--- config.mk ---
export PLATFORM = sky130hd
export DESIGN_NAME = uart_matrix_loader_flat
export DESIGN_NICKNAME = d
export VERILOG_FILES = /design/src/rtl/matrix_io_pkg.sv /design/src/rtl/uart_matrix_loader_if.sv /design/src/rtl/hex_ascii_classify.sv /design/src/rtl/uart_matrix_loader.sv /design/src/flat_wrapper.sv
export SDC_FILE = /design/constraint.sdc
export NUM_CORES = 1
export LEC_CHECK = 0
export ABC_CLOCK_PERIOD_IN_PS = 4560
export CORE_ASPECT_RATIO = 1.2
export CORE_MARGIN = 4
export CORE_UTILIZATION = 35
export DETAILED_ROUTE_END_ITERATION = 10
export RECOVER_POWER = 100
export SLEW_MARGIN = 20
export SYNTH_ARGS = -nofsm -noshare
export SYNTH_HDL_FRONTEND = slang
export SYNTH_SLANG_ARGS = --single-unit
--- constraint.sdc ---
create_clock -name clk -period 4.56 [get_ports clk]
set_input_delay 0.912 -clock clk [delete_from_list [all_inputs] [get_ports clk]]
set_output_delay 0.912 -clock clk [all_outputs]
set_load 0.005 [all_outputs]
--- src/rtl/matrix_io_pkg.sv ---
// Shared definitions for the matrix I/O path: defaults, ASCII codes, loader
// states and the column-major SRAM address helper.
package matrix_io_pkg;
  localparam int SIZE       = 4;
  localparam int DATA_WIDTH = 18;

  localparam logic [7:0] ASCII_CR    = 8'h0D;
  localparam logic [7:0] ASCII_LF    = 8'h0A;
  localparam logic [7:0] ASCII_SP    = 8'h20;
  localparam logic [7:0] ASCII_TAB   = 8'h09;
  localparam logic [7:0] ASCII_COMMA = 8'h2C;

  typedef enum logic [2:0] {S_IDLE, S_RECV, S_WRITE, S_DONE, S_ERR} loader_state_t;

  // Offset of element (m, r, c) with each matrix stored column-major; lg = log2(SIZE).
  function automatic logic [31:0] col_major_addr(input logic [31:0] m, input logic [31:0] r,
                                                 input logic [31:0] c, input int lg);
    return (m << (2 * lg)) | (c << lg) | r;
  endfunction
endpackage

--- src/rtl/uart_matrix_loader_if.sv ---
// Control, UART-receive and SRAM-write signals of the matrix loader.
interface uart_matrix_loader_if #(
  parameter int DATA_WIDTH = 18,
  parameter int ADDR_WIDTH = 11,
  parameter int WC_WIDTH   = 6
);
  logic                  start;
  logic                  rx_valid;
  logic [7:0]            rx_byte;
  logic                  sram_we;
  logic [ADDR_WIDTH-1:0] sram_addr;
  logic [DATA_WIDTH-1:0] sram_data;
  logic                  busy;
  logic                  done;
  logic                  err;
  logic [WC_WIDTH-1:0]   word_count;

  modport master (output start, rx_valid, rx_byte,
                  input  sram_we, sram_addr, sram_data, busy, done, err, word_count);
  modport slave  (input  start, rx_valid, rx_byte,
                  output sram_we, sram_addr, sram_data, busy, done, err, word_count);
endinterface

--- src/rtl/hex_ascii_classify.sv ---
// Combinational ASCII classifier: hex digit (with value) or token separator.
module hex_ascii_classify
  import matrix_io_pkg::*;
(
  input  logic [7:0] ch,
  output logic       is_hex,
  output logic       is_sep,
  output logic [3:0] nibble
);
  always_comb begin
    is_hex = 1'b0;
    nibble = 4'h0;
    if (ch >= 8'h30 && ch <= 8'h39) begin
      is_hex = 1'b1;
      nibble = 4'(ch - 8'h30);
    end else if (ch >= 8'h41 && ch <= 8'h46) begin
      is_hex = 1'b1;
      nibble = 4'(ch - 8'h37);
    end else if (ch >= 8'h61 && ch <= 8'h66) begin
      is_hex = 1'b1;
      nibble = 4'(ch - 8'h57);
    end
    is_sep = ch inside {ASCII_SP, ASCII_TAB, ASCII_COMMA, ASCII_CR, ASCII_LF};
  end
endmodule

--- src/rtl/uart_matrix_loader.sv ---
// Parses hex tokens from the UART byte stream and writes them as matrix
// elements into SRAM in column-major order.
module uart_matrix_loader #(
  parameter int SIZE         = matrix_io_pkg::SIZE,
  parameter int NUM_MATRICES = 2,
  parameter int DATA_WIDTH   = matrix_io_pkg::DATA_WIDTH,
  parameter int ADDR_WIDTH   = 11,
  parameter int MAX_DIGITS   = 5,
  parameter int BASE_ADDR    = 0
) (
  input  logic                 clk,
  input  logic                 reset_n,
  uart_matrix_loader_if.slave  bus
);
  import matrix_io_pkg::*;

  localparam int TOTAL = NUM_MATRICES * SIZE * SIZE;
  localparam int WC_W  = $clog2(TOTAL) + 1;
  localparam int LG    = $clog2(SIZE);
  localparam int ACC_W = 4 * MAX_DIGITS;
  localparam int ND_W  = $clog2(MAX_DIGITS + 1);

  loader_state_t         state;
  logic [ACC_W-1:0]      acc;
  logic [ND_W-1:0]       ndig;
  logic [WC_W-1:0]       wc;
  logic                  we_q, busy_q, done_q, err_q;
  logic [ADDR_WIDTH-1:0] addr_q, addr_next;
  logic [DATA_WIDTH-1:0] data_q;
  logic                  is_hex, is_sep;
  logic [3:0]            nibble;
  logic [31:0]           t;

  hex_ascii_classify u_cls (.ch(bus.rx_byte), .is_hex(is_hex), .is_sep(is_sep), .nibble(nibble));

  // Word count doubles as the token index; split it into matrix/row/col fields.
  assign t         = 32'(wc);
  assign addr_next = ADDR_WIDTH'(32'(BASE_ADDR) +
                     col_major_addr(t >> (2 * LG), (t >> LG) & 32'(SIZE - 1), t & 32'(SIZE - 1), LG));

  always_ff @(posedge clk or negedge reset_n) begin
    if (!reset_n) begin
      state  <= S_IDLE;
      acc    <= '0;
      ndig   <= '0;
      wc     <= '0;
      we_q   <= 1'b0;
      busy_q <= 1'b0;
      done_q <= 1'b0;
      err_q  <= 1'b0;
      addr_q <= '0;
      data_q <= '0;
    end else begin
      we_q <= 1'b0;
      if (bus.start) begin
        state  <= S_RECV;
        acc    <= '0;
        ndig   <= '0;
        wc     <= '0;
        busy_q <= 1'b1;
        done_q <= 1'b0;
        err_q  <= 1'b0;
      end else begin
        case (state)
          S_RECV: if (bus.rx_valid) begin
            if (is_hex) begin
              if (ndig == ND_W'(MAX_DIGITS)) begin
                state  <= S_ERR;
                busy_q <= 1'b0;
                err_q  <= 1'b1;
              end else begin
                acc  <= {acc[ACC_W-5:0], nibble};
                ndig <= ndig + 1'b1;
              end
            end else if (is_sep) begin
              // Only the first separator after digits commits a token.
              if (ndig != '0) begin
                data_q <= acc[DATA_WIDTH-1:0];
                addr_q <= addr_next;
                we_q   <= 1'b1;
                state  <= S_WRITE;
              end
            end else begin
              state  <= S_ERR;
              busy_q <= 1'b0;
              err_q  <= 1'b1;
            end
          end
          S_WRITE: begin
            if (bus.rx_valid) begin
              state  <= S_ERR;
              busy_q <= 1'b0;
              err_q  <= 1'b1;
            end else begin
              acc  <= '0;
              ndig <= '0;
              wc   <= wc + 1'b1;
              if (wc + 1'b1 == WC_W'(TOTAL)) begin
                state  <= S_DONE;
                busy_q <= 1'b0;
                done_q <= 1'b1;
              end else begin
                state <= S_RECV;
              end
            end
          end
          default: ;
        endcase
      end
    end
  end

  assign bus.sram_we    = we_q;
  assign bus.sram_addr  = addr_q;
  assign bus.sram_data  = data_q;
  assign bus.busy       = busy_q;
  assign bus.done       = done_q;
  assign bus.err        = err_q;
  assign bus.word_count = wc;
endmodule
--- src/flat_wrapper.sv ---
// flat-port wrapper written by rule: the top's interface ports become plain ports
module uart_matrix_loader_flat import matrix_io_pkg::*;
#(
  parameter int SIZE         = matrix_io_pkg::SIZE,
  parameter int NUM_MATRICES = 2,
  parameter int DATA_WIDTH   = matrix_io_pkg::DATA_WIDTH,
  parameter int ADDR_WIDTH   = 11,
  parameter int MAX_DIGITS   = 5,
  parameter int BASE_ADDR    = 0
)
  (clk, reset_n, bus_start, bus_rx_valid, bus_rx_byte, bus_sram_we, bus_sram_addr, bus_sram_data, bus_busy, bus_done, bus_err, bus_word_count);
  uart_matrix_loader_if #(.DATA_WIDTH(DATA_WIDTH), .ADDR_WIDTH(ADDR_WIDTH)) bus_i ();
  input  logic clk;
  input  logic reset_n;
  input wire logic [$bits(bus_i.start)-1:0] bus_start;
  input wire logic [$bits(bus_i.rx_valid)-1:0] bus_rx_valid;
  input wire logic [$bits(bus_i.rx_byte)-1:0] bus_rx_byte;
  output wire logic [$bits(bus_i.sram_we)-1:0] bus_sram_we;
  output wire logic [$bits(bus_i.sram_addr)-1:0] bus_sram_addr;
  output wire logic [$bits(bus_i.sram_data)-1:0] bus_sram_data;
  output wire logic [$bits(bus_i.busy)-1:0] bus_busy;
  output wire logic [$bits(bus_i.done)-1:0] bus_done;
  output wire logic [$bits(bus_i.err)-1:0] bus_err;
  output wire logic [$bits(bus_i.word_count)-1:0] bus_word_count;
  assign bus_i.start = bus_start;
  assign bus_i.rx_valid = bus_rx_valid;
  assign bus_i.rx_byte = bus_rx_byte;
  assign bus_sram_we = bus_i.sram_we;
  assign bus_sram_addr = bus_i.sram_addr;
  assign bus_sram_data = bus_i.sram_data;
  assign bus_busy = bus_i.busy;
  assign bus_done = bus_i.done;
  assign bus_err = bus_i.err;
  assign bus_word_count = bus_i.word_count;
  uart_matrix_loader #(.SIZE(SIZE), .NUM_MATRICES(NUM_MATRICES), .DATA_WIDTH(DATA_WIDTH), .ADDR_WIDTH(ADDR_WIDTH), .MAX_DIGITS(MAX_DIGITS), .BASE_ADDR(BASE_ADDR)) u_core (.clk(clk), .reset_n(reset_n), .bus(bus_i));
endmodule
==> results.json, run 1 <==
{
  "antenna_found_initial": 0,
  "synth_area_sq_um": 2960,
  "cp-end-kind": "flip-flop",
  "fin_tns_setup_ns": 0,
  "finalClockSkew_ns": 0.00844,
  "r2r_slack_ns": 1.90,
  "numCtsBuffers": 9,
  "leakagePower_nw": 1.80,
  "dp_hpwl_microns": 3950,
  "p_total_mw": 1.08,
  "synthTopCellsByCount": "dfrtp_1, mux2_4, nand2_1",
  "drt-wirelength-per-cell_microns": 13.2,
  "vias": 1914,
  "fmax_mhz": 265,
  "rsz0062_at_grt": "false",
  "die_h_microns": 109,
  "wl_microns": 5510,
  "clk_pin_slew_worst_paths_ns": 0.06,
  "area_growth_pct": 21.1,
  "worst_ep_required_time_ns": 4.77,
  "synth_area_leaders": "dfrtp_1, mux2_4, mux2_2",
  "place_congestion": 0.854,
  "cts-resized-gates": 0,
  "clock_latency_ns": 0.33,
  "synthArstFlopShare": 1.00,
  "io_pins": 51,
  "yosys.area.top_type": "dfrtp_1",
  "period_minus_slack_ns": 3.77,
  "slew_violations": 0,
  "p_per_area_nw_per_um2": 301,
  "nets": 318,
  "drt_iter0_markers": 88,
  "row_count": 36,
  "cts_root_buf": "clkbuf_8",
  "ys.flop_type": "dfrtp_1",
  "hp-start": "u_core.bus.sram_addr[1]$_DFFE_PN0P_",
  "postCtsHoldBufs": 0,
  "synth.most_common_cell": "dfrtp_1",
  "holdPathStages": 1,
  "worst_pin_slew_ns": 1.06,
  "r2r-start": "u_core.state[2]$_DFFE_PN0P_",
  "syn_inst": 244,
  "ys_seq_elements": 58,
  "core_area_sq_um": 8200,
  "netlist.area_leader.share": 0.490,
  "yosysUniqueCellTypes": 48,
  "grt_pass1_vias": 1909,
  "setup_viol": 0,
  "timing.slew.headroom": 0.293,
  "drv_cap": 0,
  "htreeDepth": 3,
  "cts_tree": "built",
  "overflow": 0,
  "dr.pass1.iters": 4,
  "holdPathEnd": "u_core.bus.sram_addr[1]$_DFFE_PN0P_",
  "final_layout_size_suffix_gt1_frac": 0.142,
  "cts_setup_buffers": 0,
  "critPathMaxFanout": 12,
  "ir_worst_vdd_mv": 0.103,
  "fin_crit_sh": 0.828,
  "numPortBuffers": 45,
  "grt_max_degree": 59,
  "startpoint_type": "input pin",
  "die-area_sq_um": 10000,
  "track_usage": 0.118,
  "synth_edf_count": 0,
  "clock_sinks": 58,
  "clockBufferDepth": 2,
  "ant_nets": 0,
  "outcome": "completed",
  "min-delay-path-class": "reg2reg",
  "cp.arrival_ns": 3.99,
  "r2r_cells": 5,
  "grt_pass1_wl_microns": 9290,
  "drt-vias-per-instance": 4.59,
  "antenna_cells": 0,
  "worstSetupPathType": "in2reg",
  "die_w_microns": 92.0,
  "r2r_end": "u_core.bus.sram_data[13]$_DFFE_PN0P_",
  "ys_seq_area_frac": 0.490,
  "yosys_warnings": 0,
  "hold_viol_final": 0,
  "drc": 0,
  "syn_area_per_cell_sq_um": 12.1,
  "initial_core_util": 0.361
}
==> worst max-delay path by stage <==
stage	from	end	slack (ns)	depth (start not counted)
after floorplan	bus_start	u_core.bus.sram_addr[0]$_DFFE_PN0P_	1.93	6
after global placement	bus_rx_byte[0]	u_core.acc[1]$_DFFE_PN0P_	0.88	9
after detailed placement	bus_rx_byte[0]	u_core.acc[16]$_DFFE_PN0P_	0.81	9
after CTS	bus_rx_byte[0]	u_core.acc[16]$_DFFE_PN0P_	1.16	9
after global routing	bus_rx_byte[0]	u_core.acc[0]$_DFFE_PN0P_	0.51	9
final	bus_rx_byte[0]	u_core.acc[11]$_DFFE_PN0P_	0.79	9
==> state kept, by name (all words and copies together), names as in the netlist, 3 cells and up <==
name,count
u_core.ndig,3
u_core.state,3
u_core.bus.word_count,6
u_core.acc,18
u_core.bus.sram_data,18
u_core.bus.sram_addr,6
==> report_power, final <==
part	internal, mW	switching (mW)	total (mW)
clock	0.248	0.198	0.447
sequential	0.525	0.0101	0.535
combinational	0.0415	0.0576	0.0991
==> per-stage QoR <==
stage	instances	utilization	instance area [sq um]	setup WS, ns	hold slack (ns)
global placement	401	0.428	3510	0.884	0.490
finish	417	0.438	3590	0.785	0.485
CTS	417	0.450	3690	1.16	0.496
global route	417	0.438	3590	0.514	0.504
floorplan	248	-	2980	1.93	0.476
detailed placement	401	0.428	3510	0.813	0.492
==> kinds of logic (layout without fill, tap and decap cells) <==
logic type,after synthesis,after routing,synth area share
AND/OR/NAND/NOR,68,68,0.133
flip-flops,58,58,0.490
multiplexers,49,49,0.204
AO/OA/AOI/OAI,28,28,0.0655
buffers and inverters,26,81,0.0537
adder cells (fa/ha/maj),8,8,0.0338
XOR/XNOR,6,6,0.0177
other,1,5,0.00127
==> cell usage in the layout, fill, tap and decap left out, drive strengths merged, types with 6 or more instances in the layout <==
cell type and n:
inv 15, nand2 20, nor2 17, ha 8, clkdlybuf4s50 7, dfrtp 58
mux2 35, a21oi 6, dlygate4sd3 37, clkbuf 12, mux2i 14
==> worst max-delay path, stage by stage <==
cell and delay (ns):
dlygate4sd3_1 0.62, inv_1 0.11, ha_1 0.24, o21bai_1 0.14
a211oi_1 0.20, nand2b_1 0.23, a31oi_1 0.80, buf_4 0.37
mux2_2 0.35
==> layer usage <==
layer	global-route usage	part of all wire
met5	0	0
met4	0.0669	0.018
met3	0.0255	0.041
met2	0.186	0.49
met1	0.152	0.45
==> cell type report <==
cell class | instances | area (sq um)
sequential | 58 | 1450
multi-input combinational | 164 | 1280
inverter | 15 | 56.3
clock buffer | 10 | 128
fill | 826 | 4610
timing repair buffer | 50 | 475
clock inverter | 6 | 57.6
tap | 114 | 143
Note: power is estimated with default switching activity, not from simulation.
==> run 2, diff against run 1 <==
- ABC_CLOCK_PERIOD_IN_PS: 4560 -> 3900
- clock period: 4.56 -> 3.9 ns (I/O delays scaled with it)
==> run 2 against run 1 <==
  * The flow now finishes with violations (max-capacitance violations, max-slew violations)
  * Setup slack got worse by 0.071 ns
  * Combinational power increased by 19%
  * Count of clock-buffer cells in the layout increased by 4
  * Sequential power increased by 17%
  * Critical path depth unchanged
  * Wire length decreased by 0.96%
  * Clock skew about the same
==> results.json, run 2 (synthesis results as in run 1) <==
{
  "top_usage_layer": "met2",
  "worstSetupPathType": "in2reg",
  "cts-resized-gates": 0,
  "clockPowerShare": 0.425,
  "drv_cap": 1,
  "failed_checks": "max-capacitance violations, max-slew violations",
  "dp_cells": 402,
  "grt_max_degree": 43,
  "instances_no_fill": 418,
  "die-area_sq_um": 10000,
  "fin_tns_setup_ns": 0,
  "antenna_cells": 0,
  "overflow": 0,
  "track_usage": 0.119,
  "outcome": "complete, but fails checks",
  "numCtsBuffers": 9,
  "switching_share": 0.232,
  "hold_viol_final": 0,
  "clockBufferDepth": 2,
  "use_met1": 0.146,
  "place_congestion": 0.883,
  "min-delay-path-class": "reg2reg",
  "dp_hpwl_microns": 4020,
  "drt_iter0_markers": 50,
  "htreeDepth": 3,
  "worst_ep_required_time_ns": 4.11,
  "critPathMaxFanout": 13,
  "dr.pass1.iters": 4,
  "drt-vias-per-instance": 4.61,
  "met2_usage": 0.197,
  "startpoint_type": "input pin",
  "die_w_microns": 92.0,
  "cts_setup_buffers": 0,
  "nets": 319,
  "cp-end-kind": "flip-flop",
  "initial_core_util": 0.361,
  "drt-wirelength-per-cell_microns": 13.1,
  "setup_viol": 0,
  "drc": 0,
  "clock_sinks": 58,
  "fin_crit_sh": 0.817,
  "numPortBuffers": 45,
  "cp.arrival_ns": 3.39,
  "fmax_mhz": 314,
  "leakagePower_nw": 1.79,
  "die_h_microns": 109,
  "grt_pass1_vias": 1942,
  "antenna_found_initial": 0,
  "layout_common_cells": "dfrtp_1, dlygate4sd3_1, nand2_1",
  "slew_violations": 43,
  "area_growth_pct": 21.9,
  "row_count": 36,
  "p_total_mw": 1.29,
  "power_frac_comb": 0.091,
  "vias": 1927,
  "clk_pin_slew_worst_paths_ns": 0.06,
  "io_pins": 51,
  "r2r_slack_ns": 1.39,
  "finalClockSkew_ns": 0.00843,
  "p_int_mw": 0.994,
  "mostFrequentLayoutCell": "dfrtp_1",
  "period_minus_slack_ns": 3.19,
  "rsz0062_at_grt": "false",
  "p_per_area_nw_per_um2": 359,
  "wl_microns": 5460,
  "cts_root_buf": "clkbuf_8",
  "ant_nets": 0,
  "pwr-share-seq": 0.483,
  "ir_worst_vdd_mv": 0.130,
  "timing.slew.headroom": -0.451,
  "clock_latency_ns": 0.33,
  "grt_util_met3": 0.0352,
  "grt_pass1_wl_microns": 9390,
  "core_area_sq_um": 8200,
  "switching_power_mw": 0.301,
  "cts_tree": "built",
  "worst_pin_slew_ns": 2.18,
  "postCtsHoldBufs": 0,
  "final_layout_size_suffix_gt1_frac": 0.132
}
-- run 2: metrics by stage --
stage	cell area [sq um]	utilization	hold slack (ns)	setup slack, ns
after floorplan	2980	-	0.476	1.40
after global placement	3510	0.429	0.488	0.692
after detailed placement	3510	0.429	0.492	0.658
after CTS	3710	0.453	0.504	1.01
after global routing	3610	0.440	0.500	0.481
final	3610	0.440	0.481	0.714
-- run 2: per-layer routing --
| layer | up-vias | part of all wire |
|---|---|---|
| li1 | 958 | - |
| met1 | 927 | 0.46 |
| met2 | 37 | 0.48 |
| met3 | 5 | 0.046 |
| met4 | 0 | 0.012 |
| met5 | - | 0 |
-- run 2: layout make-up --
cell class / instances / area (sq um)
Multi-Input combinational cell: 164 / 1280
Clock inverter: 2 / 35.0
Clock buffer: 14 / 163
Fill cell: 826 / 4590
Sequential cell: 58 / 1450
Tap cell: 114 / 143
Timing Repair Buffer: 51 / 482
Inverter: 15 / 56.3
-- run 2: worst paths after layout --
check	end	start	cells after the start
worst min register to register	u_core.bus.sram_data[0]$_DFFE_PN0P_	u_core.bus.sram_data[0]$_DFFE_PN0P_	1
worst max-delay path	u_core.acc[9]$_DFFE_PN0P_	bus_rx_byte[0]	9
worst max register to register	u_core.bus.sram_data[9]$_DFFE_PN0P_	u_core.state[2]$_DFFE_PN0P_	5
worst min-delay path	u_core.bus.sram_data[0]$_DFFE_PN0P_	u_core.bus.sram_data[0]$_DFFE_PN0P_	1
max in group asynchronous	u_core.acc[6]$_DFFE_PN0P_	reset_n	2
min in group asynchronous	u_core.bus.sram_data[4]$_DFFE_PN0P_	reset_n	1
-- run 2: power groups by stage --
| stage | sequential (mW) | clock [mW] | combinational, mW |
|---|---|---|---|
| global placement | 0.637 | 0 | 0.124 |
| CTS | 0.627 | 0.565 | 0.125 |
| detailed placement | 0.638 | 0 | 0.125 |
| global route | 0.628 | 0.596 | 0.136 |
| floorplan | 0.633 | 0 | 0.0793 |
| finish | 0.626 | 0.551 | 0.118 |
-- run 2: critical path: stages --
cell	delay, ns
dlygate4sd3_1	0.61
inv_1	0.14
ha_1	0.21
o21bai_1	0.09
a211oi_1	0.73
nand2b_1	0.22
a31oi_1	0.11
buf_4	0.22
mux2_2	0.29
